`src/rtl/ps2_keyboard.sv`:
```
// PS/2 keyboard receiver and scan-code-set-2 decoder producing one-cycle key pulses.
// Define PS2_PARITY_CHECK_EN to reject frames whose data+parity weight is even.
module ps2_keyboard #(
    parameter int SYMBOL_WIDTH   = 7,
    parameter int TIMEOUT_CYCLES = 5000
) (
    input  logic                    clk,
    input  logic                    rst,
    input  logic                    ps2_clk,
    input  logic                    ps2_data,
    output logic                    left,
    output logic                    right,
    output logic                    backspace,
    output logic [SYMBOL_WIDTH-1:0] symbol
);
    localparam int IDLE_W = $clog2(TIMEOUT_CYCLES + 1);

    logic              ps2_clk_s1_reg, ps2_clk_s2_reg, ps2_clk_prev_reg;
    logic              ps2_data_s1_reg, ps2_data_s2_reg;
    logic [9:0]        frame_reg;
    logic [3:0]        bit_cnt_reg;
    logic [IDLE_W-1:0] idle_cnt_reg;
    logic [7:0]        byte_reg;
    logic              byte_valid_reg;
    logic              ext_reg, brk_reg, shift_reg;

    logic       ps2_fall;
    logic       parity_ok;
    logic       frame_ok;
    logic [7:0] letter_char, plain_char, shifted_char, char_next;

    assign ps2_fall = ps2_clk_prev_reg & ~ps2_clk_s2_reg;

    // frame_reg holds start/data/parity once ten bits are in; the stop bit is the live sample.
`ifdef PS2_PARITY_CHECK_EN
    assign parity_ok = ^frame_reg[9:1];
`else
    assign parity_ok = 1'b1;
`endif
    assign frame_ok = ~frame_reg[0] & ps2_data_s2_reg & parity_ok;

    always_comb begin
        letter_char = 8'h00;
        case (byte_reg)
            8'h1C: letter_char = 8'h61; 8'h32: letter_char = 8'h62; 8'h21: letter_char = 8'h63;
            8'h23: letter_char = 8'h64; 8'h24: letter_char = 8'h65; 8'h2B: letter_char = 8'h66;
            8'h34: letter_char = 8'h67; 8'h33: letter_char = 8'h68; 8'h43: letter_char = 8'h69;
            8'h3B: letter_char = 8'h6A; 8'h42: letter_char = 8'h6B; 8'h4B: letter_char = 8'h6C;
            8'h3A: letter_char = 8'h6D; 8'h31: letter_char = 8'h6E; 8'h44: letter_char = 8'h6F;
            8'h4D: letter_char = 8'h70; 8'h15: letter_char = 8'h71; 8'h2D: letter_char = 8'h72;
            8'h1B: letter_char = 8'h73; 8'h2C: letter_char = 8'h74; 8'h3C: letter_char = 8'h75;
            8'h2A: letter_char = 8'h76; 8'h1D: letter_char = 8'h77; 8'h22: letter_char = 8'h78;
            8'h35: letter_char = 8'h79; 8'h1A: letter_char = 8'h7A;
            default: letter_char = 8'h00;
        endcase
    end

    always_comb begin
        plain_char = 8'h00;
        case (byte_reg)
            8'h45: plain_char = 8'h30; 8'h16: plain_char = 8'h31; 8'h1E: plain_char = 8'h32;
            8'h26: plain_char = 8'h33; 8'h25: plain_char = 8'h34; 8'h2E: plain_char = 8'h35;
            8'h36: plain_char = 8'h36; 8'h3D: plain_char = 8'h37; 8'h3E: plain_char = 8'h38;
            8'h46: plain_char = 8'h39; 8'h4E: plain_char = 8'h2D; 8'h55: plain_char = 8'h3D;
            8'h49: plain_char = 8'h2E; 8'h4A: plain_char = 8'h2F; 8'h29: plain_char = 8'h20;
            default: plain_char = 8'h00;
        endcase
    end

    always_comb begin
        shifted_char = 8'h00;
        case (byte_reg)
            8'h55: shifted_char = 8'h2B; 8'h3E: shifted_char = 8'h2A; 8'h46: shifted_char = 8'h28;
            8'h45: shifted_char = 8'h29; 8'h36: shifted_char = 8'h5E;
            default: shifted_char = 8'h00;
        endcase
    end

    // Letter codes never overlap digit/punctuation codes, so OR-ing the tables is safe.
    assign char_next = letter_char | (shift_reg ? shifted_char : plain_char);

    always_ff @(posedge clk or posedge rst) begin
        if (rst) begin
            ps2_clk_s1_reg   <= 1'b1;
            ps2_clk_s2_reg   <= 1'b1;
            ps2_clk_prev_reg <= 1'b1;
            ps2_data_s1_reg  <= 1'b1;
            ps2_data_s2_reg  <= 1'b1;
            frame_reg        <= '0;
            bit_cnt_reg      <= '0;
            idle_cnt_reg     <= '0;
            byte_reg         <= '0;
            byte_valid_reg   <= 1'b0;
            ext_reg          <= 1'b0;
            brk_reg          <= 1'b0;
            shift_reg        <= 1'b0;
            left             <= 1'b0;
            right            <= 1'b0;
            backspace        <= 1'b0;
            symbol           <= '0;
        end else begin
            ps2_clk_s1_reg   <= ps2_clk;
            ps2_clk_s2_reg   <= ps2_clk_s1_reg;
            ps2_clk_prev_reg <= ps2_clk_s2_reg;
            ps2_data_s1_reg  <= ps2_data;
            ps2_data_s2_reg  <= ps2_data_s1_reg;
            byte_valid_reg   <= 1'b0;
            left             <= 1'b0;
            right            <= 1'b0;
            backspace        <= 1'b0;
            symbol           <= '0;

            if (ps2_fall) begin
                idle_cnt_reg <= '0;
                if (bit_cnt_reg == 4'd10) begin
                    bit_cnt_reg <= '0;
                    if (frame_ok) begin
                        byte_reg       <= frame_reg[8:1];
                        byte_valid_reg <= 1'b1;
                    end
                end else begin
                    frame_reg   <= {ps2_data_s2_reg, frame_reg[9:1]};
                    bit_cnt_reg <= bit_cnt_reg + 4'd1;
                end
            end else if (idle_cnt_reg == IDLE_W'(TIMEOUT_CYCLES)) begin
                if (bit_cnt_reg != 4'd0) begin
                    bit_cnt_reg <= '0;
                    frame_reg   <= '0;
                end
            end else begin
                idle_cnt_reg <= idle_cnt_reg + 1'b1;
            end

            if (byte_valid_reg) begin
                if (byte_reg == 8'hE0) begin
                    ext_reg <= 1'b1;
                end else if (byte_reg == 8'hF0) begin
                    brk_reg <= 1'b1;
                end else begin
                    ext_reg <= 1'b0;
                    brk_reg <= 1'b0;
                    if (byte_reg == 8'h12 || byte_reg == 8'h59)
                        shift_reg <= ~brk_reg;
                    if (!brk_reg) begin
                        if (ext_reg) begin
                            left  <= (byte_reg == 8'h6B);
                            right <= (byte_reg == 8'h74);
                        end else if (byte_reg == 8'h66) begin
                            backspace <= 1'b1;
                        end else begin
                            symbol <= SYMBOL_WIDTH'(char_next);
                        end
                    end
                end
            end
        end
    end
endmodule

```
`config.mk`:
```
export PLATFORM = sky130hd
export DESIGN_NAME = ps2_keyboard
export DESIGN_NICKNAME = d
export VERILOG_FILES = /design/src/rtl/ps2_keyboard.sv
export SDC_FILE = /design/constraint.sdc
export NUM_CORES = 1
export LEC_CHECK = 0
export ABC_AREA = 1
export CAP_MARGIN = 20
export CORE_ASPECT_RATIO = 0.5
export CORE_MARGIN = 4
export CORE_UTILIZATION = 60
export DETAILED_ROUTE_END_ITERATION = 8
export PLACE_DENSITY = 0.79
export SYNTH_ARGS = -nofsm -noshare
export SYNTH_HDL_FRONTEND = slang
export SYNTH_SLANG_ARGS = --single-unit
```
`constraint.sdc`:
```
create_clock -name clk -period 2.3 [get_ports clk]
set_input_delay 0.23 -clock clk [delete_from_list [all_inputs] [get_ports clk]]
set_output_delay 0.23 -clock clk [all_outputs]
set_load 0.1 [all_outputs]
```
==> results of run 1 <==
-- path summary, 6_finish.rpt --
check / start / to / slack, ns
worst max register to register: byte_reg[1] / symbol[3] / 0.22
worst min-delay path: rst / byte_reg[4] / 0.26
max in group asynchronous: rst / ps2_data_s1_reg / 1.44
worst min register to register: ps2_clk_s1_reg / ps2_clk_s2_reg / 0.36
min in group clk: ps2_clk / ps2_clk_s1_reg / 0.33
worst max-delay path: byte_reg[1] / symbol[3] / 0.22
-- synthesized netlist by cell type (2+ instances only) --
master	n	area share
nand4_1	4	0.0077
nor4_1	3	0.0058
o22ai_1	2	0.0039
o21ai_0	32	0.049
buf_2	2	0.0031
nand3_1	41	0.063
nand2_2	4	0.0077
clkbuf_1	3	0.0035
nor3_1	7	0.011
or2_2	2	0.0039
nand3_2	4	0.012
dfrtp_1	49	0.38
nor2_2	5	0.0097
ha_1	12	0.046
a31oi_1	4	0.0077
buf_6	4	0.014
nand2_1	104	0.12
nor3_2	2	0.0062
nor2_1	50	0.058
dfstp_2	5	0.041
inv_2	8	0.0093
o21ai_1	4	0.0062
inv_1	39	0.045
a21oi_1	33	0.051
-- logic make-up (layout without fill, tap and decap cells) --
family	after synthesis	after routing
XOR/XNOR	1	1
flip-flops	54	54
adder cells (fa/ha/maj)	12	12
AND/OR/NAND/NOR	232	232
AO/OA/AOI/OAI	78	78
buffers and inverters	58	73
-- where the power goes --
part           leakage (nW)  switching (mW)  internal, mW  total (mW)
Sequential            0.719           0.120          1.07        1.19
Combinational         0.930           0.312         0.157       0.469
Clock                0.0587           0.321         0.330       0.652
Total                  1.71           0.753          1.56        2.31
-- stage by stage --
stage	hold slack (ns)	worst slack, ns	std cells	area [um2]	utilization
CTS	0.279	0.258	520	3520	0.694
finish	0.260	0.217	520	3520	0.694
global route	0.294	0.0348	520	3520	0.694
global placement	0.346	0.448	512	3400	0.671
floorplan	0.234	0.656	435	3240	-
detailed placement	0.347	0.285	512	3400	0.671
-- worst reg2reg max path: stages, from the launching register on --
cell and delay, ns:
dfrtp_1 0.46, inv_1 0.17, ha_1 0.27, nand2_2 0.13
nor2_2 0.05, nand3_1 0.17, clkinv_1 0.09, nor2_1 0.20
nand2_1 0.08, nand2_1 0.10, nand3b_1 0.10, nor2_1 0.10
nor2_1 0.05
-- cell type report --
class / instances / area (um2) / area share
Clock buffer: 5 / 68.8 / 0.0196
Timing Repair Buffer: 17 / 148 / 0.0420
Clock inverter: 3 / 47.5 / 0.0135
Multi-Input combinational cell: 323 / 1630 / 0.463
Inverter: 48 / 180 / 0.0512
Tap cell: 70 / 87.6 / 0.0249
Sequential cell: 54 / 1360 / 0.386
-- routing by layer --
metal | track usage | up-vias
met4 | 0.0624 | 0
met5 | 0 | -
met3 | 0.0475 | 17
met1 | 0.312 | 1353
met2 | 0.387 | 140
li1 | - | 1450
==> reports/qor.yml, run 1 <==
post-cts-setup-buffer-count: 0
synthArstFlopShare: 1.00
status: "finished clean"
rows: 18
finalWeightedCongestion: 0.985
slowest_stage: "dfrtp_1"
slew_headroom: 0.669
wl_per_cell_um: 13.9
route.detailed.drc: 0
cp-start-kind: "flop"
vdd_drop_max_mv: 0.604
cts.sinks: 54
cts_resized: 0
rsz0062_at_grt: "false"
power_leakage_nw: 1.71
io_pins: 14
finalCritPeriodShare: 0.906
muxShareOfSynthArea: 0
initial_core_util: 0.639
met2WireLength_um: 3250
fin_skew_ns: 0.00979
num_vias: 2960
grt_start_max_net_pins: 33
setup_viol_count_final: 0
worst-path-buf-inv: 2
dr_wl_met3_um: 538
root_buffer: "clkbuf_8"
finalPower_mw: 2.31
yosysSeqAreaShare: 0.419
m1WireLength_um: 3330
synth_xor_area_frac: 0.00270
final_cell_mix: "104 x nand2_1, 50 x nor2_1, 49 x dfrtp_1"
synth-edff-count: 0
grt_overflow: 0
core_mm2: 0.00507
r2r_cells: 12
top_layer: "met4"
cts_tree: "yes"
drt-total-wl_um: 7240
syn_inst: 435
power.density_mw_per_mm2: 658
cp.arrival_ns: 2.28
grt_pass1_vias: 2703
critPathMaxStageDelay_ns: 0.46
period_minus_slack_ns: 2.08
drive_gt1_frac: 0.124
drtAntennaViolNets: 0
hold_path.class: "primary input to async pin"
syn_area_per_cell_um2: 7.44
crit_path_frequent_cell: "nor2_1"
hold_viol: 0
largest_register_ffs: 13
path_max_fanout: 6
fill_cells: 424
path_class: "flop to flop"
synthSimpleGateAreaFrac: 0.325
area_growth_pct: 8.58
synth.distinct_cells: 36
port_buffers: 13
synth_compound_area_frac: 0.128
synth_top_family_by_area: "simple AND/OR/NAND/NOR gates"
cp.depth: 12
tns_ns: 0
antenna_cells: 0
fmax_mhz: 480
cp_top_family: "simple AND/OR/NAND/NOR gates"
syn-num-nets: 451
path_cells: "inv_1 -> ha_1 -> nand2_2 -> nor2_2 -> nand3_1 -> clkinv_1 -> nor2_1 -> nand2_1 -> nand2_1 -> nand3b_1 -> nor2_1 -> nor2_1"
yosysWarningCount: 0
grt_pass1_wl_um: 12500
ys_ff_latch: 54
htree_levels: 2
dieWidth_um: 112
fp.dieH_um: 59.9
grtUsageTotal: 0.231
antenna_found_initial: 0
nNetsFinal: 465
die_area_mm2: 0.00671
path_clk_slew_ns: 0.10
drt-initial-drc-count: 264
yosys.area_share.adder: 0.0464
dr.pass1.iters: 5
syn-cell-area_mm2: 0.00324
synthFlopType: "dfrtp_1"
numCtsBuffers: 5
max_slew.worst_pin.slew_ns: 0.496
cts.path.max_buffers: 2
worstPathRequired_ns: 2.49
clk_latency_ns: 0.31
cp-end-kind: "flop"
maxCapViolations: 0
dp_hpwl_um: 5410
hold_buffers: 0
drv_slew: 0
layout_commonest_cell: "nand2_1"
via_per_inst: 5.69
(Power assumes the default switching activity.)
==> run 2, diff against run 1 <==
==> constraint.sdc (replaced) <==
create_clock -name clk -period 2 [get_ports clk]
set_input_delay 0.2 -clock clk [delete_from_list [all_inputs] [get_ports clk]]
set_output_delay 0.2 -clock clk [all_outputs]
set_load 0.1 [all_outputs]
==> run 2 against run 1 <==
  * Utilization rose by 1.0 points
  * Routed wire length rose by 5.4%
  * Clock power increased by 21%
  * Register-to-register slack worse by 0.10 ns
  * Final cell count grew 0.58%
  * Hold slack got worse by 0.031 ns
  * Cell area is 1.5% higher
  * Non-clock buffer count increased by 3
  * Critical path depth down 4
  * Die area unchanged
==> reports/qor.yml, run 2 (synthesis results as in run 1) <==
status: "finished clean"
nNetsFinal: 468
antenna_found_initial: 0
power.density_mw_per_mm2: 758
cp-end-kind: "flop"
tns_ns: 0
numCtsBuffers: 5
drive_gt1_frac: 0.148
finalWeightedCongestion: 0.980
multiInputGateArea_mm2: 0.00165
maxCapViolations: 0
clk_latency_ns: 0.31
cts_resized: 0
core_mm2: 0.00507
intPower_mw: 1.83
grt_start_max_net_pins: 33
holdWs_ns: 0.229
worst-path-buf-inv: 2
root_buffer: "clkbuf_8"
fp.dieH_um: 59.9
cp.arrival_ns: 2.10
post-cts-setup-buffer-count: 0
drt-initial-drc-count: 306
setup_viol_count_final: 0
power_leakage_nw: 1.72
num_vias: 2996
grt_pass1_vias: 2725
period_minus_slack_ns: 1.88
p_seq_frac: 0.505
largest_register_ffs: 13
clkPwrFrac: 0.292
port_buffers: 13
wl_per_cell_um: 14.6
cts.path.max_buffers: 2
grt_pass1_wl_um: 12900
fin_skew_ns: 0.00491
path_clk_slew_ns: 0.10
antenna_cells: 0
cts.sinks: 54
fin_cells: 523
layout_commonest_cell: "nand2_1"
p_sw_uw: 872
initial_core_util: 0.639
slowest_stage: "dfrtp_2"
via_per_inst: 5.73
hold_path.class: "primary input to async pin"
drtAntennaViolNets: 0
grt_overflow: 0
slew_headroom: 0.661
finalCritPeriodShare: 0.941
critPathMaxStageDelay_ns: 0.47
cp-start-kind: "flop"
area_growth_pct: 10.2
hold_viol: 0
vdd_drop_max_mv: 0.522
grtUsageTotal: 0.241
dpl.cell_count: 515
path_max_fanout: 6
route.detailed.drc: 0
p_comb_frac: 0.203
fmax_mhz: 531
drv_slew: 0
die_area_mm2: 0.00671
htree_levels: 2
switching_share: 0.322
dieWidth_um: 112
hold_buffers: 0
seq_area_mm2: 0.00136
drt-total-wl_um: 7630
path_class: "flop to flop"
worstPathRequired_ns: 2.22
fill_cells: 421
dp_hpwl_um: 5680
cp_top_family: "flip-flops"
rows: 18
dr.pass1.iters: 5
path_cells: "inv_2 -> ha_2 -> nand3_1 -> o21ai_0 -> nand4_1 -> nand2_1 -> inv_1 -> a21oi_1"
cts_tree: "yes"
final_cell_mix: "103 x nand2_1, 50 x nor2_1, 47 x dfrtp_1"
max_slew.worst_pin.slew_ns: 0.508
io_pins: 14
==> run 2: cell count changes in the layout (fill, tap and decap cells not counted), moves of 2 or more <==
cell / delta
dfrtp_1: -2
buf_4: +3
dfrtp_2: +2
ha_1: -2
inv_2: +2
inv_1: -2
==> run 2: routing by layer <==
metal  track usage  share of wire
met1         0.327           0.47
met2         0.398           0.45
met3        0.0404          0.061
met4        0.0849          0.021
met5             0              0
==> run 2: path summary, 6_finish.rpt <==
path,from,to,slack [ns],depth (start not counted)
max in group asynchronous,rst,ps2_data_s1_reg,1.17,3
min in group clk,ps2_clk,ps2_clk_s1_reg,0.29,1
hold reg to reg,ps2_clk_s1_reg,ps2_clk_s2_reg,0.36,0
setup reg to reg,byte_reg[1],symbol[2],0.12,8
hold / removal,rst,byte_reg[5],0.23,2
setup / recovery,byte_reg[1],symbol[2],0.12,8
==> run 2: area by class of cell <==
| cell class | count | share of cell area |
|---|---|---|
| clock buffers | 6 | 0.0231 |
| repair buffers | 20 | 0.0477 |
| flip-flops and latches | 54 | 0.381 |
| multi-input cells | 323 | 0.462 |
| clock inverters | 2 | 0.0109 |
| well taps | 70 | 0.0245 |
| inverters | 48 | 0.0505 |
==> run 2: through the flow <==
step                setup slack, ns  total power [mW]  utilization  instance area, um2
floorplan                     0.356              1.77            -                3240
global placement              0.148              1.89        0.675                3420
detailed placement           0.0612              1.92        0.675                3420
CTS                          0.0215              2.70        0.699                3540
global route              -0.000509              2.86        0.704                3570
finish                        0.117              2.71        0.704                3570
==> run 2: power groups by stage <==
stage               sequential (mW)  clock [mW]  combinational, mW
floorplan                      1.35           0              0.426
CTS                            1.36       0.798              0.543
global placement               1.37           0              0.513
global route                   1.39       0.845              0.622
finish                         1.37       0.790              0.550
detailed placement             1.38           0              0.542
==> run 2: worst reg2reg max path: stages, from the launching register on <==
cell and delay [ns]:
dfrtp_2 0.47, inv_2 0.13, ha_2 0.24, nand3_1 0.23, o21ai_0 0.26, nand4_1 0.14
nand2_1 0.09, inv_1 0.04, a21oi_1 0.18
==> run 3, diff against run 2 <==
--- a/config.mk
+++ b/config.mk
@@ -8,7 +8,6 @@
 export ABC_AREA = 1
 export CAP_MARGIN = 20
 export CORE_ASPECT_RATIO = 0.5
-export CORE_MARGIN = 4
 export CORE_UTILIZATION = 60
 export DETAILED_ROUTE_END_ITERATION = 8
 export PLACE_DENSITY = 0.79
==> run 3 against run 2 <==
  * Setup slack worse by 0.0015 ns
  * Critical endpoint is now symbol[1]
  * Cell area is 0.60% lower
  * Combinational power rose by 2%
  * Sequential power barely moved
  * Largest cell class unchanged
  * Hold slack improved by 0.044 ns
  * First-iteration DRC count down 5.2%
  * Maximum frequency barely moved
  * Non-clock buffer count fell by 2
  * Via count increased by 1.2%
  * Final cell count is 0.38% lower
  * Critical path type unchanged
  * Largest power group unchanged
  * Register-to-register slack is essentially flat
==> reports/qor.yml, run 3 (synthesis results as in run 1) <==
status: "finished clean"
slew_headroom: 0.742
hold_path.class: "primary input to async pin"
slowest_stage: "dfrtp_1"
grt_pass1_vias: 2701
clk_latency_ns: 0.31
dp_hpwl_um: 5660
path_class: "flop to flop"
fill_cells: 433
path_max_fanout: 8
root_buffer: "clkbuf_8"
vdd_drop_max_mv: 0.618
dp_slack_ns: -0.0186
path_clk_slew_ns: 0.11
grt_pass1_wl_um: 12300
antenna_cells: 0
fin_cells: 521
drt-initial-drc-count: 290
route.detailed.drc: 0
nNetsFinal: 466
numCtsBuffers: 5
io_pins: 14
dpl.cell_count: 513
num_vias: 3032
reg2reg_slack_ns: 0.12
grtUsageTotal: 0.281
htree_levels: 2
drtAntennaViolNets: 0
area_growth_pct: 9.54
final_cell_mix: "102 x nand2_1, 50 x nor2_1, 47 x dfrtp_1"
cp-end-kind: "flop"
post-cts-setup-buffer-count: 0
cp.arrival_ns: 2.09
drive_gt1_frac: 0.146
rsz0062_at_grt: "false"
finalCritPeriodShare: 0.942
grt_overflow: 0
via_per_inst: 5.82
final_core_util: 0.700
wl_per_cell_um: 14.7
path_cells: "inv_1 -> ha_1 -> nand2_2 -> nand2_2 -> a21oi_1 -> o21ai_1 -> nand3_1 -> nand2_1 -> nor2_1 -> nor2_1"
setup_viol_count_final: 0
cts_tree: "yes"
cp-start-kind: "flop"
port_buffers: 13
drt-total-wl_um: 7660
cts.path.max_buffers: 2
dr.pass1.iters: 7
power_leakage_nw: 1.70
max_slew.worst_pin.slew_ns: 0.386
grt_start_max_net_pins: 55
largest_register_ffs: 13
hold_viol: 0
period_minus_slack_ns: 1.88
fin_skew_ns: 0.0140
drv_slew: 0
fp.dieH_um: 53.9
layout_commonest_cell: "nand2_1"
initial_core_util: 0.639
finalWeightedCongestion: 0.962
dieWidth_um: 106
worstPathRequired_ns: 2.21
fmax_mhz: 531
maxCapViolations: 0
finalPower_mw: 2.70
cts.sinks: 54
core_mm2: 0.00507
antenna_found_initial: 0
critPathMaxStageDelay_ns: 0.44
die_area_mm2: 0.00571
power.density_mw_per_mm2: 760
setup_ws_ns: 0.116
rows: 18
-- run 3: final cells by class --
class,count,area [um2],area share
well taps,70,87.6,0.0247
multi-input cells,323,1650,0.464
repair buffers,18,155,0.0437
clock buffers,5,68.8,0.0194
flip-flops and latches,54,1360,0.383
inverters,48,180,0.0508
clock inverters,3,48.8,0.0138
-- run 3: final timing paths --
kind | from | to | cells past startpoint
worst min-delay path | rst | byte_reg[5] | 3
worst max register to register | byte_reg[0] | symbol[1] | 10
worst max-delay path | byte_reg[0] | symbol[1] | 10
worst min register to register | ps2_clk_s1_reg | ps2_clk_s2_reg | 0
max in group asynchronous | rst | ps2_data_s2_reg | 3
min in group clk | ps2_data | ps2_data_s1_reg | 1
-- run 3: what timing repair did --
item                       4_1_cts  5_1_grt
hold buffers                     0        0
gates cloned                     0        0
setup endpoints to repair        2        8
pin swaps                        0        0
hold endpoints to repair         0        0
resized for setup                2        8
-- run 3: report_power, final --
part / switching, mW / internal [mW] / total (mW)
registers: 0.136 / 1.23 / 1.37
clock network: 0.383 / 0.382 / 0.765
logic: 0.375 / 0.187 / 0.562
-- run 3: per-layer routing --
layer,routed length (um),global-route usage,vias up
met1,3470,0.365,1417
met3,579,0.0581,20
met2,3510,0.492,132
met5,0,0,-
li1,-,-,1463
met4,108,0.0787,0
-- run 3: worst max-delay path, delay by kind of cell (launching register included) --
kind	cells	cell delay, ns
buf+inv	1	0.13
compound gates	2	0.30
flops	1	0.44
fa+ha+maj	1	0.26
simple gates	6	0.66
-- run 3: stage by stage --
stage | instance area, um2 | TNS (ns) | hold slack, ns
global route | 3550 | 0 | 0.289
global placement | 3410 | 0 | 0.345
CTS | 3530 | 0 | 0.279
floorplan | 3240 | 0 | 0.204
detailed placement | 3410 | -0.0186 | 0.349
finish | 3550 | 0 | 0.273
